## src/rtl/lsu.sv

```systemverilog
// -----------------------------------------------------------------------------
// lsu : load/store unit between the pipeline and a single-beat data bus.
//
// Accepts one load or store per request from IDLE, launches a registered bus
// request, waits in BUSY for a one-cycle ack, and spends one RESP cycle before
// returning to IDLE. Faulting requests (misaligned, illegal funct3, or read and
// write both high) raise a one-cycle err_o and never reach the bus.
//
// Optional feature: define LSU_TIMEOUT_EN to abort BUSY after TIMEOUT_CYC
// cycles without an ack. Without it, BUSY waits indefinitely.
//
// Ports
//   clk_i, rst_i              clock, synchronous active-high reset
//   addr_i, w_data_i          effective byte address, store data
//   MemRead_i, MemWrite_i     load / store request
//   funct3_i                  access size and sign
//   mem_data_o                registered, extended load result
//   stall_o                   combinational pipeline freeze
//   err_o                     registered one-cycle fault pulse
//   bus_req_o .. bus_be_o     registered data-bus request payload
//   bus_rdata_i, bus_ack_i    bus read data and completion pulse
// -----------------------------------------------------------------------------
module lsu #(
    parameter int unsigned TIMEOUT_CYC = 255
) (
    input  logic        clk_i,
    input  logic        rst_i,
    input  logic [31:0] addr_i,
    input  logic [31:0] w_data_i,
    input  logic        MemRead_i,
    input  logic        MemWrite_i,
    input  logic [2:0]  funct3_i,
    output logic [31:0] mem_data_o,
    output logic        stall_o,
    output logic        err_o,
    output logic        bus_req_o,
    output logic        bus_we_o,
    output logic [31:0] bus_addr_o,
    output logic [31:0] bus_wdata_o,
    output logic [3:0]  bus_be_o,
    input  logic [31:0] bus_rdata_i,
    input  logic        bus_ack_i
);

    typedef enum logic [1:0] {S_IDLE, S_BUSY, S_RESP} state_e;

    state_e      state_q, state_d;
    logic [31:0] mem_data_q, mem_data_d;
    logic        err_q, err_d;
    logic        req_q, req_d;
    logic        we_q, we_d;
    logic [31:0] addr_q, addr_d;
    logic [31:0] wdata_q, wdata_d;
    logic [3:0]  be_q, be_d;
    logic        ld_q, ld_d;       // outstanding access is a load
    logic [2:0]  f3_q, f3_d;       // access size/sign for load extraction
    logic [1:0]  lo_q, lo_d;       // byte offset for load lane selection

    // Request decode
    logic f3_legal, aligned, valid, fault, timeout;

    always_comb begin
        f3_legal = 1'b0;
        case (funct3_i)
            3'b000, 3'b001, 3'b010: f3_legal = 1'b1;
            3'b100, 3'b101:         f3_legal = MemRead_i;  // unsigned forms exist only for loads
            default:                f3_legal = 1'b0;
        endcase
    end

    always_comb begin
        aligned = 1'b1;
        case (funct3_i[1:0])
            2'b01:   aligned = ~addr_i[0];
            2'b10:   aligned = (addr_i[1:0] == 2'b00);
            default: aligned = 1'b1;
        endcase
    end

    assign valid = (MemRead_i ^ MemWrite_i) & f3_legal & aligned;
    assign fault = (MemRead_i | MemWrite_i) & ~valid;

`ifdef LSU_TIMEOUT_EN
    localparam int unsigned CNT_W = (TIMEOUT_CYC > 2) ? $clog2(TIMEOUT_CYC) : 1;
    logic [CNT_W-1:0] cnt_q, cnt_d;

    // Counts completed BUSY cycles; fires at the end of the TIMEOUT_CYC-th one
    assign timeout = (state_q == S_BUSY) && (cnt_q == CNT_W'(TIMEOUT_CYC - 1));

    always_comb begin
        cnt_d = '0;
        if (state_q == S_BUSY && !bus_ack_i && !timeout) cnt_d = cnt_q + CNT_W'(1);
    end

    always_ff @(posedge clk_i) begin
        if (rst_i) cnt_q <= '0;
        else       cnt_q <= cnt_d;
    end
`else
    assign timeout = 1'b0;
`endif

    // Load lane extraction from the bus read data
    logic [7:0]  rd_byte;
    logic [15:0] rd_half;
    logic [31:0] ld_ext;

    always_comb begin
        case (lo_q)
            2'd0:    rd_byte = bus_rdata_i[7:0];
            2'd1:    rd_byte = bus_rdata_i[15:8];
            2'd2:    rd_byte = bus_rdata_i[23:16];
            default: rd_byte = bus_rdata_i[31:24];
        endcase
        rd_half = lo_q[1] ? bus_rdata_i[31:16] : bus_rdata_i[15:0];
        case (f3_q)
            3'b000:  ld_ext = {{24{rd_byte[7]}}, rd_byte};
            3'b001:  ld_ext = {{16{rd_half[15]}}, rd_half};
            3'b100:  ld_ext = {24'd0, rd_byte};
            3'b101:  ld_ext = {16'd0, rd_half};
            default: ld_ext = bus_rdata_i;
        endcase
    end

    // State register
    always_ff @(posedge clk_i) begin
        if (rst_i) state_q <= S_IDLE;
        else       state_q <= state_d;
    end

    // Next-state logic
    always_comb begin
        state_d = state_q;
        case (state_q)
            S_IDLE:  if (valid) state_d = S_BUSY;
            S_BUSY:  if (bus_ack_i || timeout) state_d = S_RESP;
            S_RESP:  state_d = S_IDLE;
            default: state_d = S_IDLE;
        endcase
    end

    // Output / datapath next values
    always_comb begin
        stall_o    = 1'b0;
        mem_data_d = mem_data_q;
        err_d      = 1'b0;
        req_d      = req_q;
        we_d       = we_q;
        addr_d     = addr_q;
        wdata_d    = wdata_q;
        be_d       = be_q;
        ld_d       = ld_q;
        f3_d       = f3_q;
        lo_d       = lo_q;
        case (state_q)
            S_IDLE: begin
                stall_o = valid & ~rst_i;
                req_d   = 1'b0;
                we_d    = 1'b0;
                addr_d  = '0;
                wdata_d = '0;
                be_d    = '0;
                if (valid) begin
                    req_d  = 1'b1;
                    we_d   = MemWrite_i;
                    addr_d = {addr_i[31:2], 2'b00};
                    ld_d   = MemRead_i;
                    f3_d   = funct3_i;
                    lo_d   = addr_i[1:0];
                    be_d   = 4'hF;
                    if (MemWrite_i) begin
                        case (funct3_i[1:0])
                            2'b00: begin
                                wdata_d = {4{w_data_i[7:0]}};
                                be_d    = 4'b0001 << addr_i[1:0];
                            end
                            2'b01: begin
                                wdata_d = {2{w_data_i[15:0]}};
                                be_d    = 4'b0011 << {addr_i[1], 1'b0};
                            end
                            default: wdata_d = w_data_i;
                        endcase
                    end
                end else if (fault) begin
                    err_d      = 1'b1;
                    mem_data_d = '0;
                end
            end
            S_BUSY: begin
                stall_o = ~rst_i;
                if (bus_ack_i || timeout) begin
                    req_d   = 1'b0;
                    we_d    = 1'b0;
                    addr_d  = '0;
                    wdata_d = '0;
                    be_d    = '0;
                    if (bus_ack_i) begin
                        if (ld_q) mem_data_d = ld_ext;
                    end else begin
                        err_d      = 1'b1;
                        mem_data_d = '0;
                    end
                end
            end
            default: ;
        endcase
    end

    // Registered outputs and access context
    always_ff @(posedge clk_i) begin
        if (rst_i) begin
            mem_data_q <= '0;
            err_q      <= 1'b0;
            req_q      <= 1'b0;
            we_q       <= 1'b0;
            addr_q     <= '0;
            wdata_q    <= '0;
            be_q       <= '0;
            ld_q       <= 1'b0;
            f3_q       <= '0;
            lo_q       <= '0;
        end else begin
            mem_data_q <= mem_data_d;
            err_q      <= err_d;
            req_q      <= req_d;
            we_q       <= we_d;
            addr_q     <= addr_d;
            wdata_q    <= wdata_d;
            be_q       <= be_d;
            ld_q       <= ld_d;
            f3_q       <= f3_d;
            lo_q       <= lo_d;
        end
    end

    assign mem_data_o  = mem_data_q;
    assign err_o       = err_q;
    assign bus_req_o   = req_q;
    assign bus_we_o    = we_q;
    assign bus_addr_o  = addr_q;
    assign bus_wdata_o = wdata_q;
    assign bus_be_o    = be_q;

endmodule
```

## config.mk

```make
export PLATFORM = sky130hd
export DESIGN_NAME = lsu
export DESIGN_NICKNAME = d
export VERILOG_FILES = /design/src/rtl/lsu.sv
export SDC_FILE = /design/constraint.sdc
export NUM_CORES = 1
export LEC_CHECK = 0
export ABC_CLOCK_PERIOD_IN_PS = 2580
export CORE_ASPECT_RATIO = 0.6
export CORE_MARGIN = 2
export CORE_UTILIZATION = 42
export CTS_CLUSTER_DIAMETER = 80
export DETAILED_ROUTE_END_ITERATION = 6
export GPL_ROUTABILITY_DRIVEN = 1
export PLACE_DENSITY = 0.8
export SLEW_MARGIN = 40
export SYNTH_ARGS = -nofsm -noshare
export SYNTH_HDL_FRONTEND = slang
export SYNTH_SLANG_ARGS = --single-unit
```

## constraint.sdc

```tcl
create_clock -name clk_i -period 2.58 [get_ports clk_i]
set_input_delay 0.258 -clock clk_i [delete_from_list [all_inputs] [get_ports clk_i]]
set_output_delay 0.258 -clock clk_i [all_outputs]
set_load 0.05 [all_outputs]
```

==> results of run 1 <==
[kinds of logic (layout without fill, tap and decap cells)]
family,count (synthesis),in the layout,synth area share [%]
mux,18,18,4.04
other cells,1,2,0.0787
compound gates,185,185,29.2
fa+ha+maj,4,4,1.05
flops,109,109,45.8
simple gates,155,155,15.1
buf+inv,51,248,4.75
[cell usage after synthesis, types with 2 or more instances]
library cell | number | area share (%)
nor2b_1 | 10 | 1.3
nand3_1 | 2 | 0.21
nor2_1 | 70 | 5.5
a221oi_1 | 2 | 0.37
a221o_1 | 7 | 1.5
buf_4 | 3 | 0.47
buf_2 | 7 | 0.73
buf_6 | 2 | 0.47
a211o_1 | 6 | 1.1
a2bb2oi_1 | 18 | 3.3
a22oi_1 | 45 | 7.1
o21ai_0 | 15 | 1.6
ha_1 | 4 | 1.0
clkbuf_1 | 29 | 2.3
and3_1 | 2 | 0.26
buf_1 | 2 | 0.16
inv_1 | 7 | 0.55
a21boi_0 | 8 | 1.3
a32oi_1 | 8 | 1.5
a22o_1 | 19 | 3.5
a21o_1 | 12 | 1.9
a21oi_1 | 29 | 3.0
o22ai_1 | 9 | 1.2
dfxtp_1 | 109 | 46
mux2i_1 | 17 | 3.6
nand2_1 | 34 | 2.7
nand2b_1 | 28 | 3.7
[routing by layer]
| metal | GRT usage (%) | wire (um) | vias up | share of wire [%] |
|---|---|---|---|---|
| met5 | 0 | 0 | - | 0 |
| met1 | 32.4 | 6810 | 2287 | 46 |
| met4 | 5.73 | 201 | 0 | 1.4 |
| li1 | - | - | 2292 | - |
| met2 | 36.6 | 6480 | 231 | 44 |
| met3 | 7.18 | 1360 | 18 | 9.2 |
[registers in the layout, summed over array words and instances, names as in the netlist]
signal       count
bus_req_o        1
bus_be_o         4
bus_wdata_o     32
ld_q             1
lo_q             2
mem_data_o      32
err_o            1
bus_we_o         1
bus_addr_o      30
f3_q             3
state_q          2
[stage by stage]
step | power (W) | setup slack (ps) | hold slack [ps] | util (%) | setup TNS, ps
floorplan | 0.00223 | 151 | 394 | - | 0
global placement | 0.00257 | 16.1 | 443 | 62.5 | 0
detailed placement | 0.00258 | -11.3 | 448 | 62.5 | -42.6
CTS | 0.00411 | 213 | 411 | 65.5 | 0
global route | 0.00423 | 150 | 431 | 65.5 | 0
finish | 0.00407 | 219 | 421 | 65.5 | 0
[cells in the final DEF (no fill, tap or decap), drive strengths merged, types with 12 or more instances in the layout]
cell type / netlist / layout
buf: 14 / 21
a22oi: 45 / 45
nand2: 34 / 34
dfxtp: 109 / 109
nand2b: 28 / 28
a21oi: 29 / 29
a2bb2oi: 18 / 18
a22o: 19 / 19
clkdlybuf4s50: 0 / 203
mux2i: 17 / 17
o21ai: 15 / 15
nor2: 71 / 71
a21o: 12 / 12
[worst paths after layout]
| path | from | slack (ps) | cells after the start | endpoint |
|---|---|---|---|---|
| setup / recovery | MemRead_i | 220 | 8 | stall_o |
| hold / removal | rst_i | 420 | 3 | bus_wdata_o[9]$_SDFFE_PP0P_ |
| setup reg to reg | lo_q[1]$_SDFFE_PP0P_ | 610 | 5 | mem_data_o[19]$_SDFFE_PP0P_ |
| hold reg to reg | bus_be_o[1]$_SDFFE_PP0P_ | 450 | 2 | bus_be_o[1]$_SDFFE_PP0P_ |
[power groups by stage]
stage	Sequential (W)	Clock, W	Combinational, W
after floorplan	0.00191	0	0.000323
after global placement	0.00179	0	0.000775
after detailed placement	0.00179	0	0.000789
after CTS	0.00176	0.00156	0.000794
after global routing	0.00176	0.00162	0.000846
final	0.00176	0.00152	0.000797
[worst max-delay path, cell delays in order]
cell and delay, ps:
clkdlybuf4s50_1 480, inv_1 50, ha_1 310, nor2b_1 140, a32o_2 270, and3_2 240, o21a_1 210, buf_12 160
[area by class of cell]
| cell class | count | area [um2] | share of cell area, % |
|---|---|---|---|
| multi-input combinational | 364 | 2370 | 32.3 |
| sequential | 109 | 2180 | 29.8 |
| inverter | 8 | 30.0 | 0.410 |
| clock buffer | 9 | 225 | 3.07 |
| clock inverter | 7 | 105 | 1.43 |
| timing repair buffer | 224 | 2240 | 30.5 |
| tap | 144 | 180 | 2.46 |
==> results.txt, run 1 <==
Status - completed
Post-cts hold buffer count - 0
Number of synthesized flops with an enable pin - 0
Total CTS buffers - 9
Reg clk slew, reported paths - 80 ps
Share of cells above drive strength 1 - 6.66%
Sw frac - 27.5%
Die Ht - 86.5 um
DRC - 0
P&R area growth vs syn - 53.7%
Clk_lat worst skew - 340 ps
Vias/cell - 5.58
# placed instances - 849
Post-DRT Antenna Nets - 0
Syn avg cell area - 9.11 um2
Fin nets - 824
Post-synthesis instance area - 4770 um2
Total number of yosys warnings - 0
Largest net degree at the start of global routing - 69
Gate Count Post-Synth - 523
Final min period - 2360 ps
Slew Viols, Final - 0
Design Area, Final - 7330 um2
Netlist cell types - 46
Total GRT Usage - 23.6%
Die ar. - 12200 um2
Filler instances - 930
H-tree levels - 3
Die X - 142 um
Post-synthesis async set-or-reset flop share - 0%
Clock skew - 7.10 ps
Worst-path fanout max - 4
Port-buffer cells - 205
Avg WL per Cell - 17.2 um
Int Power - 0.00295 W
RSZ-0062 raised after global routing - false
Actual slew at the worst max-slew pin - 592 ps
HP Class - in -> reg
RePlAce Congestion - 0.860
Ports - 208
P_leak - 2.75 nW
Clock share of power - 37.3%
Final HPWL DP - 11100 um
Critical Path Sink Type - primary output
Final wirelength - 14900 um
Overall overflow remaining after global route - 0
Core Region - 11200 um2
Seq pwr share - 43.1%
Via count - 4828
First-pass GRT wire length - 23200 um
Num Clock Sinks - 109
NetSw - 0.00112 W
CTS tree - done
FMAX - 424 MHz
Seq cells post-synth - 109
MaxCap Viol Count - 0
Final hold vios - 0
Rows - 30
Startpoint Class - input port
CTS root buffer - clkbuf_16
Initial antenna violation count - 0
Final period util - 91.5%
Rel. slew slack - 60.2%
Power per cell area - 556 nW/um2
Req. time, crit path - 2320 ps
Top_reg_cell synth - dfxtp_1
Fin cells - 865
Kind of critical path - in -> out
DRT Pass-1 Iters - 5
Post-DP Area - 7000 um2
Vias in the first global route - 4651
# diodes - 0
Sequential area share after synthesis - 45.8%
Clock tree buffer depth - 2
Worst IR Drop VDD - 0.343 mV
Gate power share - 19.6%
CP Data Arrival Time - 2100 ps
Final setup viols - 0
Post-CTS Setup Bufs - 0
DR iter-0 viols - 270
Post-CTS sizing - 0
Initial Util - 42.6%
Power figures use the tool's default switching activity.
==> inputs of run 2 (changes only) <==
--- a/constraint.sdc
+++ b/constraint.sdc
@@ -3,2 +3,2 @@
 set_output_delay 0.258 -clock clk_i [all_outputs]
-set_load 0.05 [all_outputs]
+set_load 0.005 [all_outputs]
==> run 2 against run 1 <==
Register-to-register slack hardly changed. Routed wire length down 0.46%. Non-clock buffer count rose by 1. Core utilization barely moved. Critical endpoint unchanged. Largest cell class unchanged.
==> results.txt, run 2 (same netlist as run 1, synthesis figures left out) <==
DRC - 0 (unchanged)
Clk_lat worst skew - 350 ps (about the same)
Req. time, crit path - 2320 ps (about the same)
Post-cts hold buffer count - 0 (unchanged)
Post-CTS sizing - 1 (+1)
FMAX - 410 MHz (-3.3%)
Reg-to-Reg Start - lo_q[1]$_SDFFE_PP0P_
Startpoint Class - input port
CP Data Arrival Time - 2180 ps (+80 ps)
Reg clk slew, reported paths - 70 ps (about the same)
Rel. slew slack - 59.8% (-0.35 points)
Commonest non-fill, non-tap cell in the layout - clkdlybuf4s50_1
Slew Viols, Final - 0 (unchanged)
Vias in the first global route - 4633 (-0.39%)
DR iter-0 viols - 362 (+34%)
Total CTS buffers - 9 (unchanged)
RSZ-0062 raised after global routing - false
Final hold vios - 0 (unchanged)
Clock share of power - 39.3% (+2.0 points)
Power per cell area - 543 nW/um2 (-2.4%)
Num Clock Sinks - 109 (unchanged)
Final HPWL DP - 10800 um (-2.6%)
Sw frac - 25.1% (-2.4 points)
Int Power - 0.00298 W (+0.85%)
Gate power share - 16.5% (-3.1 points)
DRT Pass-1 Iters - 5 (unchanged)
Core Region - 11200 um2 (unchanged)
Place WS - -52.1 ps (-40.8 ps)
Kind of critical path - in -> out
Final min period - 2440 ps (+80.9 ps)
Critical Path Sink Type - primary output
Overall overflow remaining after global route - 0 (unchanged)
HP Class - in -> reg
P_leak - 2.76 nW (+0.36%)
# diodes - 0 (unchanged)
Via count - 4762 (-1.4%)
Rows - 30 (unchanged)
Port-buffer cells - 205 (unchanged)
Avg WL per Cell - 17.1 um (-0.57%)
Min-delay src - rst_i
P&R area growth vs syn - 53.6% (about the same)
Worst IR Drop VDD - 0.403 mV (+17%)
Final period util - 94.6% (+3.1 points)
Commonest non-fill, non-tap cells in the layout - clkdlybuf4s50_1, dfxtp_1, nor2_1
CTS tree - done
First-pass GRT wire length - 23200 um (about the same)
Clock tree buffer depth - 2 (unchanged)
NetSw - 0.000997 W (-11%)
H-tree levels - 3 (unchanged)
MaxCap Viol Count - 0 (unchanged)
Final wirelength - 14800 um (-0.46%)
Initial Util - 42.6% (unchanged)
Largest net degree at the start of global routing - 84 (+22%)
RePlAce Congestion - 0.844 (-1.8%)
Die X - 142 um (unchanged)
Ports - 208 (unchanged)
Die ar. - 12200 um2 (unchanged)
Post-CTS Setup Bufs - 0 (unchanged)
Crit. Startpoint - MemRead_i
Post-DRT Antenna Nets - 0 (unchanged)
Total GRT Usage - 23.8% (+0.23 points)
Initial antenna violation count - 0 (unchanged)
Min Hold Slack - 252 ps (-169 ps)
Die Ht - 86.5 um (unchanged)
Status - completed
CTS root buffer - clkbuf_16
Vias/cell - 5.50 (-1.5%)
Fin nets - 825 (+0.12%)
Seq pwr share - 44.2% (+1.1 points)
Share of cells above drive strength 1 - 6.65% (-0.0092 points)
Actual slew at the worst max-slew pin - 603 ps (+10.1 ps)
Final setup margin - 138 ps (-80.9 ps)
Worst-path fanout max - 4 (unchanged)
Clock skew - 9.33 ps (+2.22 ps)
Final setup viols - 0 (unchanged)
## run 2: area by class of cell
cell class	instances	area, um2
clock buffer	10	239
clock inverter	6	100
fill	877	3860
inverter	8	30.0
multi-input combinational	364	2370
sequential	109	2180
tap	144	180
timing repair buffer	225	2220
## run 2: worst paths after layout
kind                                                      to  slack, ps  depth (start not counted)
worst max register to register   mem_data_o[19]$_SDFFE_PP0P_        620                          5
worst min register to register  bus_wdata_o[25]$_SDFFE_PP0P_        460                          2
worst max-delay path                                 stall_o        140                          8
worst min-delay path                 state_q[0]$_SDFFE_PP0P_        250                          3
## run 2: power by group through the flow
| stage | registers, W | logic (W) | clock network, W |
|---|---|---|---|
| 6_report | 0.00176 | 0.000656 | 0.00156 |
| 4_1_cts | 0.00176 | 0.000653 | 0.00160 |
| 3_5_place_dp | 0.00179 | 0.000651 | 0 |
| 5_1_grt | 0.00176 | 0.000709 | 0.00166 |
| 3_3_place_gp | 0.00179 | 0.000639 | 0 |
| 2_1_floorplan | 0.00179 | 0.000312 | 0 |
## run 2: stage by stage
stage	total power, W	TNS (ps)	util [%]	std cells	area, um2
global placement	0.00243	-33.8	62.4	850	6980
CTS	0.00401	0	65.4	866	7320
global route	0.00414	0	65.5	866	7320
finish	0.00398	0	65.5	866	7320
floorplan	0.00210	0	-	524	4770
detailed placement	0.00245	-714	62.4	850	6980
## run 2: worst max-delay path, stage by stage
cell	delay, ps
clkdlybuf4s50_1	480
inv_1	50
ha_1	320
nor2b_1	140
a32o_2	270
and3_2	230
o21a_1	170
dlygate4sd2_1	280
## run 2: routing by layer
metal / vias to the layer above / track usage, % / share of wire (%)
li1: 2280 / - / -
met3: 30 / 7.73 / 9.1
met4: 0 / 6.64 / 1.9
met1: 2237 / 31.8 / 45
met5: - / 0 / 0
met2: 215 / 37.3 / 44
==> inputs of run 3 (changes only) <==
- ABC_CLOCK_PERIOD_IN_PS: 2580 -> 2400
- CTS_CLUSTER_DIAMETER: 80 -> 50
- clock period: 2.58 -> 2.4 ns (I/O delays scaled with it)
==> run 3 against run 2 <==
Sequential cell count is the same. Critical endpoint unchanged. Largest power group unchanged. Highest routed layer unchanged. Largest cell class unchanged. First-iteration DRC count shrank 9.9%. Count of clock-buffer cells in the layout shrank 1. Cell count grew 0.35%. Sequential share of layout area grew 0.097 points. Routed wire length grew 1.6%.
==> results.txt, run 3 (same netlist as run 1, synthesis figures left out) <==
Total CTS buffers - 9 (unchanged)
Die X - 142 um (unchanged)
Via count - 4790 (+0.59%)
Seq pwr share - 47.2% (+3.0 points)
Clock share of power - 34.8% (-4.5 points)
RePlAce Congestion - 0.842 (-0.20%)
MaxCap Viol Count - 0 (unchanged)
DR iter-0 viols - 326 (-9.9%)
Startpoint Class - input port
Final hold vios - 0 (unchanged)
CTS root buffer - clkbuf_16
Share of cells above drive strength 1 - 7.17% (+0.52 points)
Int Power - 0.00296 W (-0.82%)
CTS tree - done
Clock skew - 5.94 ps (-3.38 ps)
NetSw - 0.00104 W (+4.6%)
Min-delay src - rst_i
P&R area growth vs syn - 53.1%
Actual slew at the worst max-slew pin - 605 ps (+2.96 ps)
HP Class - in -> reg
Worst IR Drop VDD - 0.353 mV (-12%)
Req. time, crit path - 2160 ps (-160 ps)
Place WS - -208 ps (-156 ps)
Rel. slew slack - 59.3% (-0.53 points)
Slew Viols, Final - 0 (unchanged)
Final min period - 2340 ps
Reg-to-Reg Start - state_q[0]$_SDFFE_PP0P_
Initial Util - 42.6% (unchanged)
Core Region - 11200 um2 (unchanged)
Gate power share - 18.0% (+1.5 points)
Vias/cell - 5.51 (+0.24%)
Die ar. - 12200 um2 (unchanged)
Port-buffer cells - 205 (unchanged)
R2r setup slk - 430 ps (-190 ps)
Final HPWL DP - 11100 um (+2.1%)
First-pass GRT wire length - 23800 um (+2.6%)
Overall overflow remaining after global route - 0 (unchanged)
Rows - 30 (unchanged)
CP Data Arrival Time - 2100 ps (-80 ps)
Ports - 208 (unchanged)
Status - completed
Power per cell area - 548 nW/um2 (+0.86%)
DRT Pass-1 Iters - 5 (unchanged)
Reg clk slew, reported paths - 70 ps (about the same)
Total power draw - 0.00400 W (+0.53%)
Clock tree buffer depth - 2 (unchanged)
Fin nets - 829 (+0.48%)
Initial antenna violation count - 0 (unchanged)
FMAX - 427 MHz
Critical Path Sink Type - primary output
Worst-path fanout max - 4 (unchanged)
# diodes - 0 (unchanged)
Sw frac - 26.1% (+1.0 points)
Final wirelength - 15000 um (+1.6%)
Avg WL per Cell - 17.3 um (+1.2%)
Final setup viols - 0 (unchanged)
Hold path depth - 3 (unchanged)
Post-DRT Antenna Nets - 0 (unchanged)
Clk_lat worst skew - 340 ps (about the same)
Num Clock Sinks - 109 (unchanged)
Crit. Startpoint - MemRead_i
Commonest non-fill, non-tap cells in the layout - clkdlybuf4s50_1, dfxtp_1, nor2_1
Kind of critical path - in -> out
FF-to-FF path depth - 4 (-1)
Final period util - 97.5%
P_leak - 2.75 nW (-0.42%)
Final setup margin - 59.6 ps (-78.5 ps)
RSZ-0062 raised after global routing - false
DRC - 0 (unchanged)
Largest net degree at the start of global routing - 69 (-18%)
Total GRT Usage - 24.4% (+0.57 points)
H-tree levels - 3 (unchanged)
Commonest non-fill, non-tap cell in the layout - clkdlybuf4s50_1
Die Ht - 86.5 um (unchanged)
Vias in the first global route - 4741 (+2.3%)
## run 3: power by group through the flow
stage	Clock [W]	Combinational, W	Sequential (W)
4_1_cts	0.00143	0.000712	0.00189
2_1_floorplan	0	0.000335	0.00192
3_5_place_dp	0	0.000709	0.00193
3_3_place_gp	0	0.000699	0.00192
5_1_grt	0.00150	0.000778	0.00189
6_report	0.00139	0.000720	0.00189
## run 3: repair_timing
item                                    4_1_cts  5_1_grt
endpoints found under the setup margin        1        1
setup buffers                                 0        1
pin swaps                                     0        1
gates resized for setup                       1        2
gates cloned                                  0        0
hold buffers                                  0        0
## run 3: path summary, 6_finish.rpt
path,end
hold reg to reg,bus_wdata_o[25]$_SDFFE_PP0P_
setup / recovery,stall_o
setup reg to reg,mem_data_o[12]$_SDFFE_PP0P_
hold / removal,state_q[0]$_SDFFE_PP0P_
## run 3: stage by stage
step / std cells / util [%] / hold WS (ps) / cell area [um2] / TNS [ps]
after floorplan: 524 / - / 376 / 4770 / 0
after global placement: 853 / 62.7 / 444 / 7020 / -4440
after detailed placement: 853 / 62.7 / 449 / 7020 / -6830
after CTS: 868 / 65.1 / 263 / 7280 / 0
after global routing: 869 / 65.2 / 291 / 7300 / 0
final: 869 / 65.2 / 281 / 7300 / 0
## run 3: cell type report
cell class | count | area (um2)
fill | 926 | 3890
multi-input combinational | 364 | 2370
timing repair buffer | 229 | 2260
sequential | 109 | 2180
clock buffer | 9 | 225
tap | 144 | 180
clock inverter | 6 | 45.0
inverter | 8 | 30.0
## run 3: metal layers
metal | global-route usage (%) | routed length, um | vias up | share of wire [%]
met3 | 7.13 | 1370 | 25 | 9.1
met5 | 0 | 0 | - | 0
li1 | - | - | 2287 | -
met1 | 33.7 | 6840 | 2264 | 46
met4 | 6.64 | 220 | 0 | 1.5
met2 | 37.5 | 6590 | 214 | 44
## run 3: worst max-delay path, stage by stage
cell and delay, ps:
clkdlybuf4s50_1 480, inv_1 50, ha_1 310, nor2b_1 140
a32o_2 260, and3_4 190, o21a_1 160, dlygate4sd2_1 280
